--- src/rtl/sum_acc_pkg.sv ---
// Shared types and default widths for the frame-sum accumulator.
package sum_acc_pkg;

    typedef enum logic [1:0] {
        IDLE  = 2'd0,
        ACCUM = 2'd1,
        HOLD  = 2'd2
    } state_t;

    localparam int DEF_IN_WIDTH    = 10;
    localparam int DEF_ACC_WIDTH   = 16;
    localparam int DEF_NUM_SAMPLES = 4;

endpackage

--- src/rtl/sat_add.sv ---
// Signed accumulate step. Define SUM_ACC_SAT_EN to clamp on overflow and flag it;
// otherwise the sum wraps and o_sat is constant 0.
module sat_add #(
    parameter int W = 16
) (
    input  logic signed [W-1:0] i_a,
    input  logic signed [W-1:0] i_b,
    output logic signed [W-1:0] o_sum,
    output logic                o_sat
);

`ifdef SUM_ACC_SAT_EN
    localparam logic signed [W-1:0] MAX_VAL = {1'b0, {(W-1){1'b1}}};
    localparam logic signed [W-1:0] MIN_VAL = {1'b1, {(W-1){1'b0}}};

    logic [W:0] w_wide;

    assign w_wide = {i_a[W-1], i_a} + {i_b[W-1], i_b};

    // Overflow shows up as disagreement between the guard bit and the result sign.
    always_comb begin
        o_sum = w_wide[W-1:0];
        o_sat = 1'b0;
        if (w_wide[W] != w_wide[W-1]) begin
            o_sat = 1'b1;
            o_sum = w_wide[W] ? MIN_VAL : MAX_VAL;
        end
    end
`else
    assign o_sum = i_a + i_b;
    assign o_sat = 1'b0;
`endif

endmodule

--- src/rtl/sum_accumulator.sv ---
// Sums numSamples signed samples per frame and holds the result until taken.
// Overflow behaviour (wrap or clamp) is chosen inside sat_add by SUM_ACC_SAT_EN.
module sum_accumulator
    import sum_acc_pkg::*;
#(
    parameter int inWidth    = DEF_IN_WIDTH,
    parameter int accWidth   = DEF_ACC_WIDTH,
    parameter int numSamples = DEF_NUM_SAMPLES
) (
    input  logic                       clk,
    input  logic                       rst,
    input  logic                       in_valid,
    output logic                       in_ready,
    input  logic signed [inWidth-1:0]  in_data,
    output logic                       out_valid,
    input  logic                       out_ready,
    output logic signed [accWidth-1:0] out_data,
    output logic                       out_sat,
    output logic                       busy
);

    localparam int             CNT_W    = $clog2(numSamples + 1);
    localparam logic [CNT_W-1:0] LAST_CNT = CNT_W'(numSamples - 1);

    state_t                     r_state;
    logic signed [accWidth-1:0] r_acc;
    logic signed [accWidth-1:0] r_out_data;
    logic        [CNT_W-1:0]    r_count;
    logic                       r_sat;
    logic                       r_out_valid;
    logic                       r_in_ready;
    logic                       r_busy;

    logic signed [accWidth-1:0] w_in_ext;
    logic signed [accWidth-1:0] w_base;
    logic signed [accWidth-1:0] w_sum;
    logic                       w_sat;
    logic                       w_take;
    logic                       w_last;

    assign w_in_ext = accWidth'(in_data);
    // First sample of a frame loads rather than adds, so the adder sees zero.
    assign w_base   = (r_state == IDLE) ? '0 : r_acc;
    assign w_take   = in_valid && r_in_ready;
    assign w_last   = (r_count == LAST_CNT);

    sat_add #(
        .W(accWidth)
    ) u_add (
        .i_a  (w_base),
        .i_b  (w_in_ext),
        .o_sum(w_sum),
        .o_sat(w_sat)
    );

    always_ff @(posedge clk) begin
        if (rst) begin
            r_state     <= IDLE;
            r_acc       <= '0;
            r_count     <= '0;
            r_sat       <= 1'b0;
            r_out_valid <= 1'b0;
            r_out_data  <= '0;
            r_in_ready  <= 1'b1;
            r_busy      <= 1'b0;
        end else begin
            case (r_state)
                IDLE, ACCUM: begin
                    if (w_take) begin
                        r_acc   <= w_sum;
                        r_count <= r_count + CNT_W'(1);
                        r_sat   <= r_sat | w_sat;
                        r_busy  <= 1'b1;
                        if (w_last) begin
                            r_state     <= HOLD;
                            r_out_valid <= 1'b1;
                            r_out_data  <= w_sum;
                            r_in_ready  <= 1'b0;
                        end else begin
                            r_state <= ACCUM;
                        end
                    end
                end
                HOLD: begin
                    // Release frees the frame; ready returns only on the following cycle.
                    if (out_ready) begin
                        r_state     <= IDLE;
                        r_acc       <= '0;
                        r_count     <= '0;
                        r_sat       <= 1'b0;
                        r_out_valid <= 1'b0;
                        r_out_data  <= '0;
                        r_in_ready  <= 1'b1;
                        r_busy      <= 1'b0;
                    end
                end
                default: begin
                    r_state <= IDLE;
                end
            endcase
        end
    end

    assign in_ready  = r_in_ready;
    assign out_valid = r_out_valid;
    assign out_data  = r_out_data;
    assign out_sat   = r_sat;
    assign busy      = r_busy;

endmodule

--- config.mk ---
export PLATFORM = sky130hd
export DESIGN_NAME = sum_accumulator
export DESIGN_NICKNAME = d
export VERILOG_FILES = /design/src/rtl/sum_acc_pkg.sv /design/src/rtl/sat_add.sv /design/src/rtl/sum_accumulator.sv
export SDC_FILE = /design/constraint.sdc
export NUM_CORES = 1
export LEC_CHECK = 0
export ABC_AREA = 1
export CORE_AREA = 5 5 82 84
export CTS_CLUSTER_SIZE = 24
export DETAILED_ROUTE_END_ITERATION = 6
export DIE_AREA = 0 0 87 89
export PLACE_DENSITY = 0.66
export SKIP_LAST_GASP = 1
export SLEW_MARGIN = 20
export SYNTH_ARGS = -nofsm -noshare
export SYNTH_HDL_FRONTEND = slang
export SYNTH_SLANG_ARGS = --single-unit
--- constraint.sdc ---
create_clock -name clk -period 3.12 [get_ports clk]
set_clock_uncertainty 0.1 [all_clocks]
set_input_delay 0.468 -clock clk [delete_from_list [all_inputs] [get_ports clk]]
set_output_delay 0.468 -clock clk [all_outputs]
set_load 0.01 [all_outputs]
; ---- Word level (Yosys, flattened, before mapping)
; Cells that the tools add are included.
[classes]
n_shift = 0
n_reduce_logical = 7
bitwise_logic = 0
order_cmp = 0
mul = 0
muxes = 24
eq_ne = 6
div_mod_pow = 0
addsub = 2
[ops]
columns = op, count
row1 = two-way mux 16 bit, 5
row2 = one-hot mux 16 bit (2 select lines), 2
row3 = adder 16 x 10 -> 16 bit, 1
row4 = two-way mux 1 bit, 7
row5 = two-way mux 2 bit, 3
row6 = two-way mux 3 bit, 2
row7 = "!= test 2 bit, second input constant", 3
row8 = one-hot mux 1 bit (2 select lines), 3
row9 = one-hot mux 3 bit (2 select lines), 1
row10 = one-hot mux 2 bit (2 select lines), 1
row11 = AND reduction 4 bit, 1
row12 = "adder 3 x 1 -> 3 bit, second input constant", 1
row13 = "== test 3 x 2 -> 1 bit, second input constant", 1
row14 = AND reduction 3 bit, 1
row15 = "== test 2 x 1 -> 1 bit, second input constant", 1
row16 = "== test 2 bit, second input constant", 1
row17 = zero test 2 bit, 1
row18 = AND reduction 2 bit, 1
row19 = nonzero test 2 bit, 1
row20 = OR reduction 2 bit, 1
row21 = logical AND 1 bit, 1
[totals]
word_cells = 46
rom_bits = 0
ff_bits = 40
out_inout_bits = 20
latch_bits = 0
inputBits = 14
mem_count = 0
ramBits = 0

; ---- Logic depth before layout (Yosys ltp)
; Gate-level depths: netlist of run 1.
[depth]
depth_word = 6
mapped_depth = 16
ltp_nobuf = 15

; ---- Cells and area by module
; A second synthesis of run 1 with hierarchy kept.
[hier_totals]
cells_unflattened = 434
hier_area_um2 = 2850.2
[modules_own_cells]
columns = mod, area_per_inst_um2, cells_per_inst, seq_area_each_um2, instances
row1 = sum_accumulator, 1908.1, 256, 820.8, 1
row2 = sat_add, 942.2, 178, 0.0, 1

; ---- Least setup slack after synthesis of run 1
; No wires, ideal clock.
[synth_timing]
kind = register -> register
start = reg r_state[1]
end = reg r_acc[12]
setup_time_ps = 120
required_ps = 2900
n_path_buf = 1
period_less_slack_ps = 2272
arrival_ps = 2053
path_slack_ps = 848
stages_incl_launch_ff = 17
cell_sequence = dfxtp_1 > inv_2 > nand2_1 > inv_1 > clkbuf_1 > nor2_1 > ha_1 > inv_1 > fa_1 > inv_1 > nand3_1 > nand3_1 > nand3_1 > nand3_1 > nand2_1 > nand3_1 > a21oi_1
[synth_between]
elab_chain_cells = 5
word_cells_on_any_way = 12
classes_between = add/sub (1) / eq/ne (4) / mux (3) / reduce/logical (4)
[synth_lines]
columns = item, line
row1 = "start, declared", sum_accumulator.sv:25  ; state_t r_state;
row2 = "start signal, assigned", sum_accumulator.sv:58  ; r_state <= IDLE;
row3 = "start signal, assigned", sum_accumulator.sv:75  ; r_state <= HOLD;
row4 = "start signal, assigned", sum_accumulator.sv:80  ; r_state <= ACCUM;
row5 = zero test 2 bit, "sum_accumulator.sv:43, sum_accumulator.sv:67"
row6 = two-way mux 16 bit, sum_accumulator.sv:43  ; assign w_base = (r_state == IDLE) ? '0 : r_acc;
row7 = adder 16 x 10 -> 16 bit, sat_add.sv:30  ; assign o_sum = i_a + i_b;
row8 = two-way mux 16 bit, sum_accumulator.sv:69  ; if (w_take) begin
row9 = one-hot mux 16 bit (2 select lines), sum_accumulator.sv:67  ; case (r_state)
row10 = "end signal, assigned", sum_accumulator.sv:70  ; r_acc <= w_sum;
row11 = "end, declared", sum_accumulator.sv:26  ; logic signed [accWidth-1:0] r_acc;
; Several ways; a longest one is shown, not always the timed one. The select of a mux whose other input is x is not followed.
; A chain may end at the register's enable or synchronous reset.

; ---- Worst setup path after layout of run 1
; Same ends and word-level chain as after synthesis.

==> out/qor.csv, run 1 <==
stage;metric;value;unit
yosys;Primary FF master, synth;dfxtp_1;
yosys;top cells by area, synth;dfxtp_1 31%, nand2_1 14%, inv_1 9.5%;
yosys;most common cell in the netlist;nand2_1;
sta;Max Freq;0.3815;GHz
yosys;Netlist cell types;36;
worst_setup_path;CP max FO;14;
final_layout;number of diodes;0;
floorplanning;Cell Rows;28;
sta;Hold Slack;355.4;ps
worst_setup_path;Setup crit end kind;register;
final_layout;Non-Filler Instances;491;
yosys;top post-synthesis cells by count;94 x nand2_1, 65 x inv_1, 41 x a21oi_1;
power_and_ir_drop;clock network power share;0.306;
clocking;clock net sink count;40;
clocking;Post-CTS Hold Buffers;0;
sta;Setup TNS;0;ps
grt;first-pass GRT wire length;10230;um
clocking;worst skew pair latency;290;ps
worst_setup_path;Crit Path Category;register to register;
worst_setup_path;CP Data Required Time;3190;ps
floorplanning;Die X-Extent;87;um
clocking;clk buf depth;2;
yosys;Yosys top cell by area;dfxtp_1;
yosys;sequential area share after synthesis;0.3102;
yosys;syn nets;419;
power_and_ir_drop;Int Power;0.8070;mW
routing;post-DR vias/cell;4.896;
routing;DRC viols;0;
sta;Final Setup Violations;0;
yosys;Synth Instances;387;
hold_path;Hold Path Class;register to register;
grt;gr usage total;0.1645;
sta;Hold Fails Final Rpt;0;
routing;Pre-Repair DR Iteration Count;4;
final_layout;NumNets Final;447;
yosys;top-area cell type share of the netlist area;0.3102;
routing;First DRT Iteration DRCs;110;
yosys;Synth warnings;0;
yosys;Async SR Flop Fraction;0;
sta;final slew viol count;0;
power_and_ir_drop;Net Sw Frac;0.2950;
worst_setup_path;crit start category;register;
routing;detailed-route via count;2404;
sta;period utilization;0.8402;
power_and_ir_drop;PD cells;380.2;mW/mm^2
yosys;EDFF count, synth;0;
clocking;CTS tree;yes;
floorplanning;die height;89;um
grt;met3 GRT Util;0.03318;
final_layout;layout cell share with drive strength beyond 1;0.07212;
run_status;status;completed;
place;number of cells after detailed placement;483;
place;dpl hpwl;4704;um
clocking;H-tree levels;2;
place;RD Place Congestion;0.8544;
final_layout;filler instances;592;
yosys;Syn Std Cell Area;0.002581;mm^2
sta;Final min period;2622;ps
power_and_ir_drop;Comb pwr share;0.212;
clocking;CTS Root Cell;clkbuf_8;
power_and_ir_drop;Pleak;1.472;nW
floorplanning;Initial Utilization;0.4412;
sta;RSZ-0062 raised after global routing;false;
yosys;flops & latches, synth;40;
worst_setup_path;Arr. time, crit path;2690;ps
grt;grt met2 use;0.3050;
floorplanning;IO Pins;34;
final_layout;Multi-input gate area;0.001435;mm^2
clocking;Post-CTS Repair Setup Buffers;0;
grt;M1 GR Usage;0.1955;
grt;Most Used Layer, Global Route;met2;
final_layout;Area Growth Syn to Fin;16.63;%
power_and_ir_drop;Sequential Power Share;0.482;
clocking;Clk pin slew, worst setup/hold paths;80;ps
place;I/O Buffers;32;
yosys;synthesized area per cell;6.670;um^2
routing;DR WL/cell;12.14;um
routing;Post-DRT Antenna Nets;0;
routing;final WL;5963;um
worst_setup_path;reg2reg path depth;15;
power_and_ir_drop;Sw Pwr;0.3376;mW
run;max_cap viols;0;
clocking;cts bufs inserted;5;
power_and_ir_drop;Peak supply drop;0.3021;mV
final_layout;register area;800.8;um^2
floorplanning;full die area;0.007743;mm^2
grt;vias in the first global route;2351;
grt;total grt overflow;0;
floorplanning;Core Region;0.005851;mm^2
hold_path;Hold Crit Depth;2;
grt;initial antenna violation count;0;
grt;largest net degree at the start of global routing;31;
clocking;post-CTS sizing;0;
## cells in the final DEF (no fill, tap or decap), drive strengths merged
cell	count
nand3b	2
ha	17
a21oi	48
dfxtp	40
nand2	99
nor3	3
o21ai	32
clkdlybuf4s50	32
clkbuf	6
clkinv	2
inv	68
buf	1
o21a	2
or2	3
conb	1
nand4	1
nor2	33
xnor2	1
o22ai	1
and2	1
fa	1
nand3	22
## registers in the layout, summed over array words and instances, names as in the netlist
name,flops
out_valid,1
r_count,3
busy,1
r_acc,16
in_ready,1
r_state,2
out_data,16
## final timing paths
path              slack, ps       start        end
setup / recovery        500  r_state[1]  r_acc[12]
hold reg to reg         360    r_acc[2]   r_acc[2]
hold / removal          360    r_acc[2]   r_acc[2]
setup reg to reg        500  r_state[1]  r_acc[12]
## through the flow
step	util	worst slack [ps]	instance area [um^2]	total power, mW
2_1_floorplan	-	847.7	2581	0.7371
3_5_place_dp	0.4987	520.0	2918	0.8076
3_3_place_gp	0.4987	531.5	2918	0.8047
6_report	0.5145	498.5	3010	1.145
4_1_cts	0.5145	490.8	3010	1.156
5_1_grt	0.5145	260.8	3010	1.219
## layer usage
metal	routed length, um	vias to the layer above
met2	3053	32
li1	-	1279
met4	75	0
met5	0	-
met3	197	6
met1	2636	1087
## power by group through the flow
stage	Sequential [mW]	Clock, mW	Combinational (mW)
6_report	0.552	0.350	0.243
5_1_grt	0.555	0.383	0.281
4_1_cts	0.552	0.359	0.245
3_5_place_dp	0.564	0	0.244
3_3_place_gp	0.563	0	0.241
2_1_floorplan	0.563	0	0.174
## layout make-up
type,instances,area share
clock inverters,2,0.003325
repair buffers,33,0.1089
inverters,68,0.08645
clock buffers,6,0.02743
well taps,75,0.03117
multi-input cells,267,0.4767
flip-flops and latches,40,0.2660
## cells by family after synthesis
logic type,Yosys count,share of synthesized area
buf+inv,80,0.1338
flops,40,0.3102
other cells,1,0.001453
xor+xnor,1,0.003394
compound gates,83,0.1764
fa+ha+maj,18,0.09016
simple gates,164,0.2845
## critical path, cell delays in order (launching register included)
cell	delay (ps)
dfxtp_1	390
inv_2	80
nand2_1	120
inv_1	220
nor2_1	150
ha_1	180
inv_1	60
fa_1	360
inv_1	120
nand3_1	80
nand3_1	180
nand3_1	130
nand3_1	90
nand2_1	50
nand3_1	110
a21oi_1	80
Power figures use the tool's default switching activity.
==> run 2: changes to the inputs <==
==> constraint.sdc (replaced) <==
create_clock -name clk -period 2.48 [get_ports clk]
set_clock_uncertainty 0.1 [all_clocks]
set_input_delay 0.372 -clock clk [delete_from_list [all_inputs] [get_ports clk]]
set_output_delay 0.372 -clock clk [all_outputs]
set_load 0.01 [all_outputs]
==> out/qor.csv, run 2 (synthesis gave the netlist of run 1 again) <==
stage;metric;value;unit
run_status;status;completed;
grt;gr usage total;0.1647;
final_layout;NumNets Final;457;
place;dpl hpwl;4743;um
routing;First DRT Iteration DRCs;153;
hold_path;worst hold path startpoint;r_acc[0];
floorplanning;die height;89;um
worst_setup_path;Setup crit end kind;register;
clocking;cts bufs inserted;5;
clocking;CTS tree;yes;
worst_setup_path;CP max FO;6;
worst_setup_path;crit path max-delay cell type;ha_1;
routing;DRC viols;0;
worst_setup_path;most frequent CP cell;nand2_1;
worst_setup_path;Crit path largest cell delay;360;ps
grt;first-pass GRT wire length;10080;um
hold_path;Worst Hold End;r_acc[0];
power_and_ir_drop;Pleak;1.543;nW
hold_path;Hold Crit Depth;2;
grt;largest net degree at the start of global routing;31;
sta;Final min period;2274;ps
grt;vias in the first global route;2276;
clocking;Post-CTS Hold Buffers;0;
worst_setup_path;cells along the critical path;inv_2, nand2_1, inv_2, buf_4, nor2_1, ha_1, nand2_1, nor2_1, nand3_1, nand2_1, nand2_1, nand3_1, nand3_1, a21oi_2;
hold_path;Hold Path Class;register to register;
worst_setup_path;crit start category;register;
routing;post-DR vias/cell;4.862;
grt;initial antenna violation count;0;
routing;detailed-route via count;2436;
sta;final slew viol count;0;
sta;Max Freq;0.4398;GHz
clocking;CTS Root Cell;clkbuf_8;
worst_setup_path;Crit. Startpoint;r_state[1];
worst_setup_path;Arr. time, crit path;2400;ps
sta;period utilization;0.9168;
final_layout;commonest cells after routing, fill and taps aside;93 x nand2_1, 63 x inv_1, 39 x dfxtp_1, 38 x a21oi_1, 32 x clkdlybuf4s50_1;
power_and_ir_drop;Peak supply drop;0.3330;mV
worst_setup_path;reg2reg end;r_acc[11];
clocking;Clk pin slew, worst setup/hold paths;80;ps
power_and_ir_drop;PD cells;510.1;mW/mm^2
final_layout;Area Growth Syn to Fin;21.96;%
routing;Post-DRT Antenna Nets;0;
sta;Hold Slack;361.8;ps
worst_setup_path;CP Data Required Time;2610;ps
routing;DR WL/cell;12.22;um
final_layout;Finished Cell Area;0.003148;mm^2
final_layout;number of diodes;0;
floorplanning;Die X-Extent;87;um
worst_setup_path;worst flop-to-flop path startpoint;r_state[1];
clocking;worst skew pair latency;290;ps
worst_setup_path;FF-to-FF setup slack;210;ps
worst_setup_path;Crit Path Category;register to register;
worst_setup_path;reg2reg path depth;14;
place;RD Place Congestion;0.8683;
clocking;H-tree levels;2;
final_layout;Non-Filler Instances;501;
floorplanning;IO Pins;34;
floorplanning;Core Region;0.005851;mm^2
clocking;clock net sink count;40;
routing;Pre-Repair DR Iteration Count;4;
place;number of cells after detailed placement;491;
routing;final WL;6122;um
worst_setup_path;CP bufs+invs;3;
worst_setup_path;CP delay by family, top;simple AND/OR/NAND/NOR gates;
final_layout;layout cell share with drive strength beyond 1;0.1150;
place;Post-DP Area;0.002978;mm^2
power_and_ir_drop;Power Total;1.606;mW
place;I/O Buffers;32;
sta;Hold Fails Final Rpt;0;
floorplanning;Cell Rows;28;
clocking;clk buf depth;2;
floorplanning;full die area;0.007743;mm^2
grt;total grt overflow;0;
sta;Final Setup Violations;0;
final_layout;commonest non-fill, non-tap cell in the layout;nand2_1;
run;max_cap viols;0;
floorplanning;Initial Utilization;0.4412;
-- run 2: cell count changes in the layout (fill, tap and decap cells not counted), moves of 2 or more --
cell      change
buf_4         +9
a21oi_1       -3
a21oi_2       +3
clkinv_2      -2
inv_1         -2
inv_2         +2
nand3_1       -2
nand3_2       +2
-- run 2: where the power goes --
| part | leakage (nW) | switching, mW | internal [mW] |
|---|---|---|---|
| logic | 1.15 | 0.199 | 0.136 |
| clock network | 0.0645 | 0.222 | 0.355 |
| registers | 0.328 | 0.0170 | 0.677 |
-- run 2: layer usage --
metal | up-vias | wire length [um] | GRT usage | share of wire
li1 | 1294 | - | - | -
met1 | 1088 | 2645 | 0.1950 | 0.43
met2 | 45 | 3140 | 0.2995 | 0.51
met3 | 9 | 235 | 0.03041 | 0.038
met4 | 0 | 100 | 0.05382 | 0.016
met5 | - | 0 | 0 | 0
-- run 2: worst max-delay path by stage --
stage / end / slack (ps) / cells after the start
after floorplan: r_acc[12] / 210 / 16
after global placement: r_acc[13] / 40 / 11
after detailed placement: r_acc[13] / -1 / 11
after CTS: r_acc[13] / 40 / 15
after global routing: r_acc[15] / -3 / 15
final: r_acc[11] / 210 / 14
-- run 2: area by class of cell --
class / count / area, um^2
clock buffers: 7 / 96.34
flip-flops and latches: 40 / 802.0
repair buffers: 43 / 406.6
multi-input cells: 267 / 1459
clock inverters: 1 / 30.03
inverters: 68 / 260.3
fillers: 612 / 2703
well taps: 75 / 93.84
-- run 2: what timing repair did --
item | in CTS | in global routing
setup buffers | 0 | 2
resized for setup | 0 | 10
setup endpoints to repair | 0 | 22
endpoints found under the hold margin | 0 | 0
-- run 2: through the flow --
stage	setup WS, ps	utilization	TNS [ps]
after floorplan	207.7	-	0
after global placement	37.55	0.5090	0
after detailed placement	-1.382	0.5090	-1.382
after CTS	37.74	0.5306	0
after global routing	-2.601	0.5381	-4.357
final	206.3	0.5381	0
-- run 2: worst register-to-register path, stage by stage, from the launching register on --
cell	delay [ps]
dfxtp_2	340
inv_2	80
nand2_1	80
inv_2	130
buf_4	140
nor2_1	40
ha_1	360
nand2_1	100
nor2_1	110
nand3_1	80
nand2_1	140
nand2_1	90
nand3_1	80
nand3_1	170
a21oi_2	180
==> RTL change 1: new RTL, settings of run 2 <==
Set the package constant `DEF_NUM_SAMPLES` to 8 (it was 4).
--- a/src/rtl/sum_acc_pkg.sv
+++ b/src/rtl/sum_acc_pkg.sv
@@ -11,3 +11,3 @@
     localparam int DEF_ACC_WIDTH   = 16;
-    localparam int DEF_NUM_SAMPLES = 4;
+    localparam int DEF_NUM_SAMPLES = 8;
 
Formal check against the unedited RTL: not equivalent (a bounded check fails within 10 cycles, from zero or initial values and one cycle with rst high).
==> RTL change 1 against run 2 <==
Synthesized area decreased by 1.1%. Final area is 2.4% lower. Routed wire length down 2.2%. Largest cell class unchanged. Die area unchanged. Global-route usage shrank 0.55 points. Highest routed layer unchanged. Total power shrank 8.8%. Worst setup slack better by 6.2 ps. Critical path type unchanged. Sequential cell count up 1. Synthesized cell count is 2.3% higher. Non-clock buffer count decreased by 3.
==> RTL change 1: results (changes against run 2) <==
| Metric | Value |
|---|---|
| Pre-CTS setup slack | 3.13 ps (+4.51 ps) |
| Peak supply drop | 0.318 mV (-4.6%) |
| Worst hold path startpoint | r_count[3] |
| Syn Nets | 427 (+1.9%) |
| CTS clk-pin slew, worst paths | 70 ps |
| Total gr overflow | 0 (unchanged) |
| Final Non-Filler Cells | 506 (+1.0%) |
| WL per Instance | 11.8 um (-3.1%) |
| DR iter-0 viols | 122 (-20%) |
| Post-synth cell types | 33 (-8.3%) |
| First-pass GRT wire length | 9800 um (-2.8%) |
| Worst r2r path cells | 14 (unchanged) |
| PwrDens | 476 nW/um^2 (-6.6%) |
| Largest cells by area after synthesis | dfxtp_1 32%, nand2_1 14%, inv_1 9.6% |
| CP peak stage delay | 380 ps (+20 ps) |
| Synthesis Warnings | 0 (unchanged) |
| Post-DP HPWL | 4590 um (-3.1%) |
| WL met3 | 274 um (+17%) |
| Setup slack, reg-to-reg | 210 ps |
| Reg-to-Reg End | r_acc[12] |
| Gate Count Post-Synth | 396 (+2.3%) |
| WS Path Type | reg2reg |
| Fmax | 441 MHz (+0.27%) |
| Total GRT Usage | 15.9% (-0.55 points) |
| Post-synthesis compound-gate area fraction | 17.2% (-0.45 points) |
| Met3 Use GR | 3.13% (+0.092 points) |
| Post-Synth XOR/XNOR Area | 0.686% (+0.35 points) |
| Total placed instance area | 2950 sq um (-0.92%) |
| Largest net degree at the start of global routing | 34 (+9.7%) |
| Hold endpoint | r_count[3] |
| Critical path peak fanout | 7 (+1) |
| Share of post-route cells with drive strength above 1 | 7.66% (-3.8 points) |
| Nets | 461 (+0.88%) |
| Filler cell count | 601 (-1.8%) |
| Met1 WL | 2800 um (+5.7%) |
| Post-Synth Adder-Cell Area | 8.62% (-0.39 points) |
| Routed wl met2 | 2850 um (-9.3%) |
| CP max stage cell | dfxtp_1 |
| Mux share of post-synthesis cell area | 0% (unchanged) |
| Hold slack final | 366 ps (+3.99 ps) |
| Met1 GRT Util | 20.2% (+0.75 points) |
| Met2 Use GR | 27.5% (-2.4 points) |
| Leak | 1.54 nW (-0.32%) |
| Number of global-route vias before repair | 2197 (-3.5%) |
| Outcome | complete, no violations |
| Via Count | 2443 (+0.29%) |
| Dpl cells | 498 (+1.4%) |
| Most common library cells after synthesis | 96 x nand2_1, 65 x inv_1, 46 x a21oi_1, 41 x dfxtp_1, 33 x nor2_1 |
| Seq/Total Area, Yosys | 32.1% (+1.1 points) |
| Gpl congestion | 0.877 (+1.0%) |
[RTL change 1: cell count changes after synthesis, sizes merged, moves of 2 or more]
| cell | delta |
|---|---|
| o21a | -2 |
| nand3 | +2 |
| clkbuf | +2 |
| nor2 | +3 |
| a21oi | -2 |
| o21ai | +3 |
| o211ai | +2 |
| nand2 | -2 |
[RTL change 1: repair_timing]
action                                  CTS  global route
setup buffers                             0             0
endpoints found under the setup margin    0             8
gates resized for setup                   0             7
hold buffers                              0             0
[RTL change 1: cell type report]
cell class / count / share of cell area (%)
repair buffers: 40 / 12.4
clock inverters: 1 / 0.163
flip-flops and latches: 41 / 26.7
well taps: 75 / 3.05
clock buffers: 7 / 3.14
multi-input cells: 274 / 46.2
inverters: 68 / 8.39
[RTL change 1: where the power goes]
part | internal, mW | switching, mW | leakage (nW)
Clock | 0.252 | 0.224 | 0.0542
Sequential | 0.686 | 0.0141 | 0.335
Combinational | 0.112 | 0.176 | 1.15
==> RTL change 2: new RTL, flow settings as in run 2 <==
Without the edit above. Encoding of `state_t`: now one-hot (3 bits for 3 states).
--- a/src/rtl/sum_acc_pkg.sv
+++ b/src/rtl/sum_acc_pkg.sv
@@ -3,6 +3,6 @@
 
-    typedef enum logic [1:0] {
-        IDLE  = 2'd0,
-        ACCUM = 2'd1,
-        HOLD  = 2'd2
+    typedef enum logic [2:0] {
+        IDLE  = 3'b001,
+        ACCUM = 3'b010,
+        HOLD  = 3'b100
     } state_t;
Function: no difference found for any inputs over 4 cycles, from zero or initial values and one cycle with rst high; so few cycles prove little.
==> RTL change 2 against run 2 <==
Final area up 5.7%. Sequential share of layout area down 0.73 points. Sequential cell count up 1. Routed wire length up 1.9%. Synthesized area up 7.8%. Die area unchanged. Synthesized cell count up 11%. Worst setup slack worse by 55 ps.
Power is not compared: it rests on default switching activity, and its combinational part moved more than twofold at a synthesized area within 25%.
==> RTL change 2: results (changes against run 2) <==
| Metric | Value |
|---|---|
| Synthesized area per cell | 6.45 sq um (-3.2%) |
| Synthesis Warnings | 0 (unchanged) |
| Clock Path Buffers | 2 (unchanged) |
| Port Buffer Count | 32 (unchanged) |
| Leak | 1.77 nW |
| WL per Instance | 11.5 um (-5.8%) |
| Largest net degree at the start of global routing | 31 (unchanged) |
| Peak supply drop | 0.454 mV |
| Nets | 499 (+9.2%) |
| Main synth FF type | dfxtp_1 |
| CTS Buf Count | 5 (unchanged) |
| Worst reg2reg startpoint | r_state[0] |
| Via Count | 2598 (+6.7%) |
| Outcome | complete, no violations |
| Initial antenna violation count | 0 (unchanged) |
| Syn Nets | 463 (+11%) |
| Reg-to-Reg End | out_data[7] |
| Total GRT Usage | 16.8% (+0.35 points) |
| Post-DP HPWL | 4860 um (+2.4%) |
| Worst r2r path cells | 15 (+1) |
| Number of global-route vias before repair | 2437 (+7.1%) |
| Worst-Skew Late Latency | 290 ps (about the same) |
| Setup slack, reg-to-reg | 150 ps (-50 ps) |
| Vias per cell | 4.79 (-1.4%) |
| DR iter-0 viols | 123 (-20%) |
| Post-synth cell types | 38 (+5.6%) |
| Dpl cells | 535 (+9.0%) |
| Seq/Total Area, Yosys | 29.5% (-1.5 points) |
| ANT cells | 0 (unchanged) |
| Hold endpoint | r_count[1] |
| First-pass GRT wire length | 10600 um (+5.3%) |
| Worst hold path startpoint | r_count[1] |
| Post-CTS Setup Repair Bufs | 0 (unchanged) |
| Pre-CTS setup slack | 3.45 ps (+4.83 ps) |
| FFs w/ async S/R, synth | 0% (unchanged) |
| H-tree depth | 2 (unchanged) |
| Share of post-route cells with drive strength above 1 | 12.4% (+0.92 points) |
| Worst Hold Path Cells | 2 (unchanged) |
| First-pass DRT Iterations | 6 (+2) |
| CP max stage cell | dfxtp_1 |
| Critical path peak fanout | 16 (+10) |
| CTS clk-pin slew, worst paths | 80 ps (about the same) |
| CP peak stage delay | 430 ps (+70 ps) |
| Largest cells by area after synthesis | dfxtp_1 30%, nand2_1 17%, inv_1 10% |
| Crit path arrival time | 2460 ps (+60 ps) |
| Gpl congestion | 0.842 (-3.0%) |
| Root buffer cell | clkbuf_8 |
| Most common library cells after synthesis | 126 x nand2_1, 75 x inv_1, 41 x dfxtp_1, 35 x nor2_1, 34 x nand3_1 |
-- RTL change 2: cell count changes after synthesis, moves of 3 or more --
cell / run 2 / this run
a21oi_1: 41 / 23
inv_1: 65 / 75
nand2_1: 94 / 126
nand3_1: 22 / 34
nor2_1: 30 / 35
nor2_2: 0 / 5
o21ai_0: 26 / 17
or2_2: 1 / 4
-- RTL change 2: logic make-up after synthesis --
logic type,synth area share (%)
and+or+nand+nor,34.7
buffers and inverters,14.4
AOI/OAI and AO/OA,12.9
DFF,29.5
adders and majority gates,8.37
other,0.135
-- RTL change 2: per-layer routing --
metal / GRT usage [%] / wire (um) / vias to the layer above
li1: - / - / 1408
met3: 2.95 / 222 / 4
met2: 30.6 / 3010 / 36
met4: 3.54 / 44 / 0
met1: 20.7 / 2970 / 1150
met5: 0 / 0 / -
-- RTL change 2: worst max-delay path, delay by kind of cell (launching register included) --
kind                     cells  cell delay (ps)
flip-flops                   1              430
adder cells (fa/ha/maj)      1              310
AO/OA/AOI/OAI                3              410
AND/OR/NAND/NOR              6              560
buffers and inverters        5              440
-- RTL change 2: how the worst max path moves through the flow --
stage                           from            to  slack, ps  depth (start not counted)
after CTS                 r_state[2]   out_data[7]          3                         16
after global routing      r_state[1]  out_data[10]        0.9                         16
final                     r_state[0]   out_data[7]        150                         15
after global placement    in_data[0]      r_acc[8]         40                         11
after detailed placement  in_data[0]      r_acc[8]          3                         11
after floorplan           r_state[2]      r_acc[8]         20                         15
-- RTL change 2: report_power, final --
group	internal, mW	switching (mW)
clock network	0.221	0.221
logic	0.369	0.574
registers	0.748	0.0477
total	1.34	0.843
-- RTL change 2: per-stage QoR --
step | utilization (%) | area [sq um] | hold slack [ps]
floorplan | - | 2780 | 343
global placement | 54.6 | 3200 | 352
detailed placement | 54.6 | 3200 | 361
CTS | 56.1 | 3280 | 375
global route | 56.9 | 3330 | 399
finish | 56.9 | 3330 | 371
-- RTL change 2: layout make-up --
cell class | count | area (sq um)
tap | 75 | 93.8
timing repair buffer | 43 | 428
clock buffer | 7 | 86.3
fill | 608 | 2520
multi-input combinational | 298 | 1600
inverter | 78 | 293
sequential | 41 | 823
-- RTL change 2: repair_timing --
item                                   CTS  global route
setup endpoints to repair                0            18
gates resized for setup                  0            11
endpoints found under the hold margin    0             0
hold buffers                             0             0
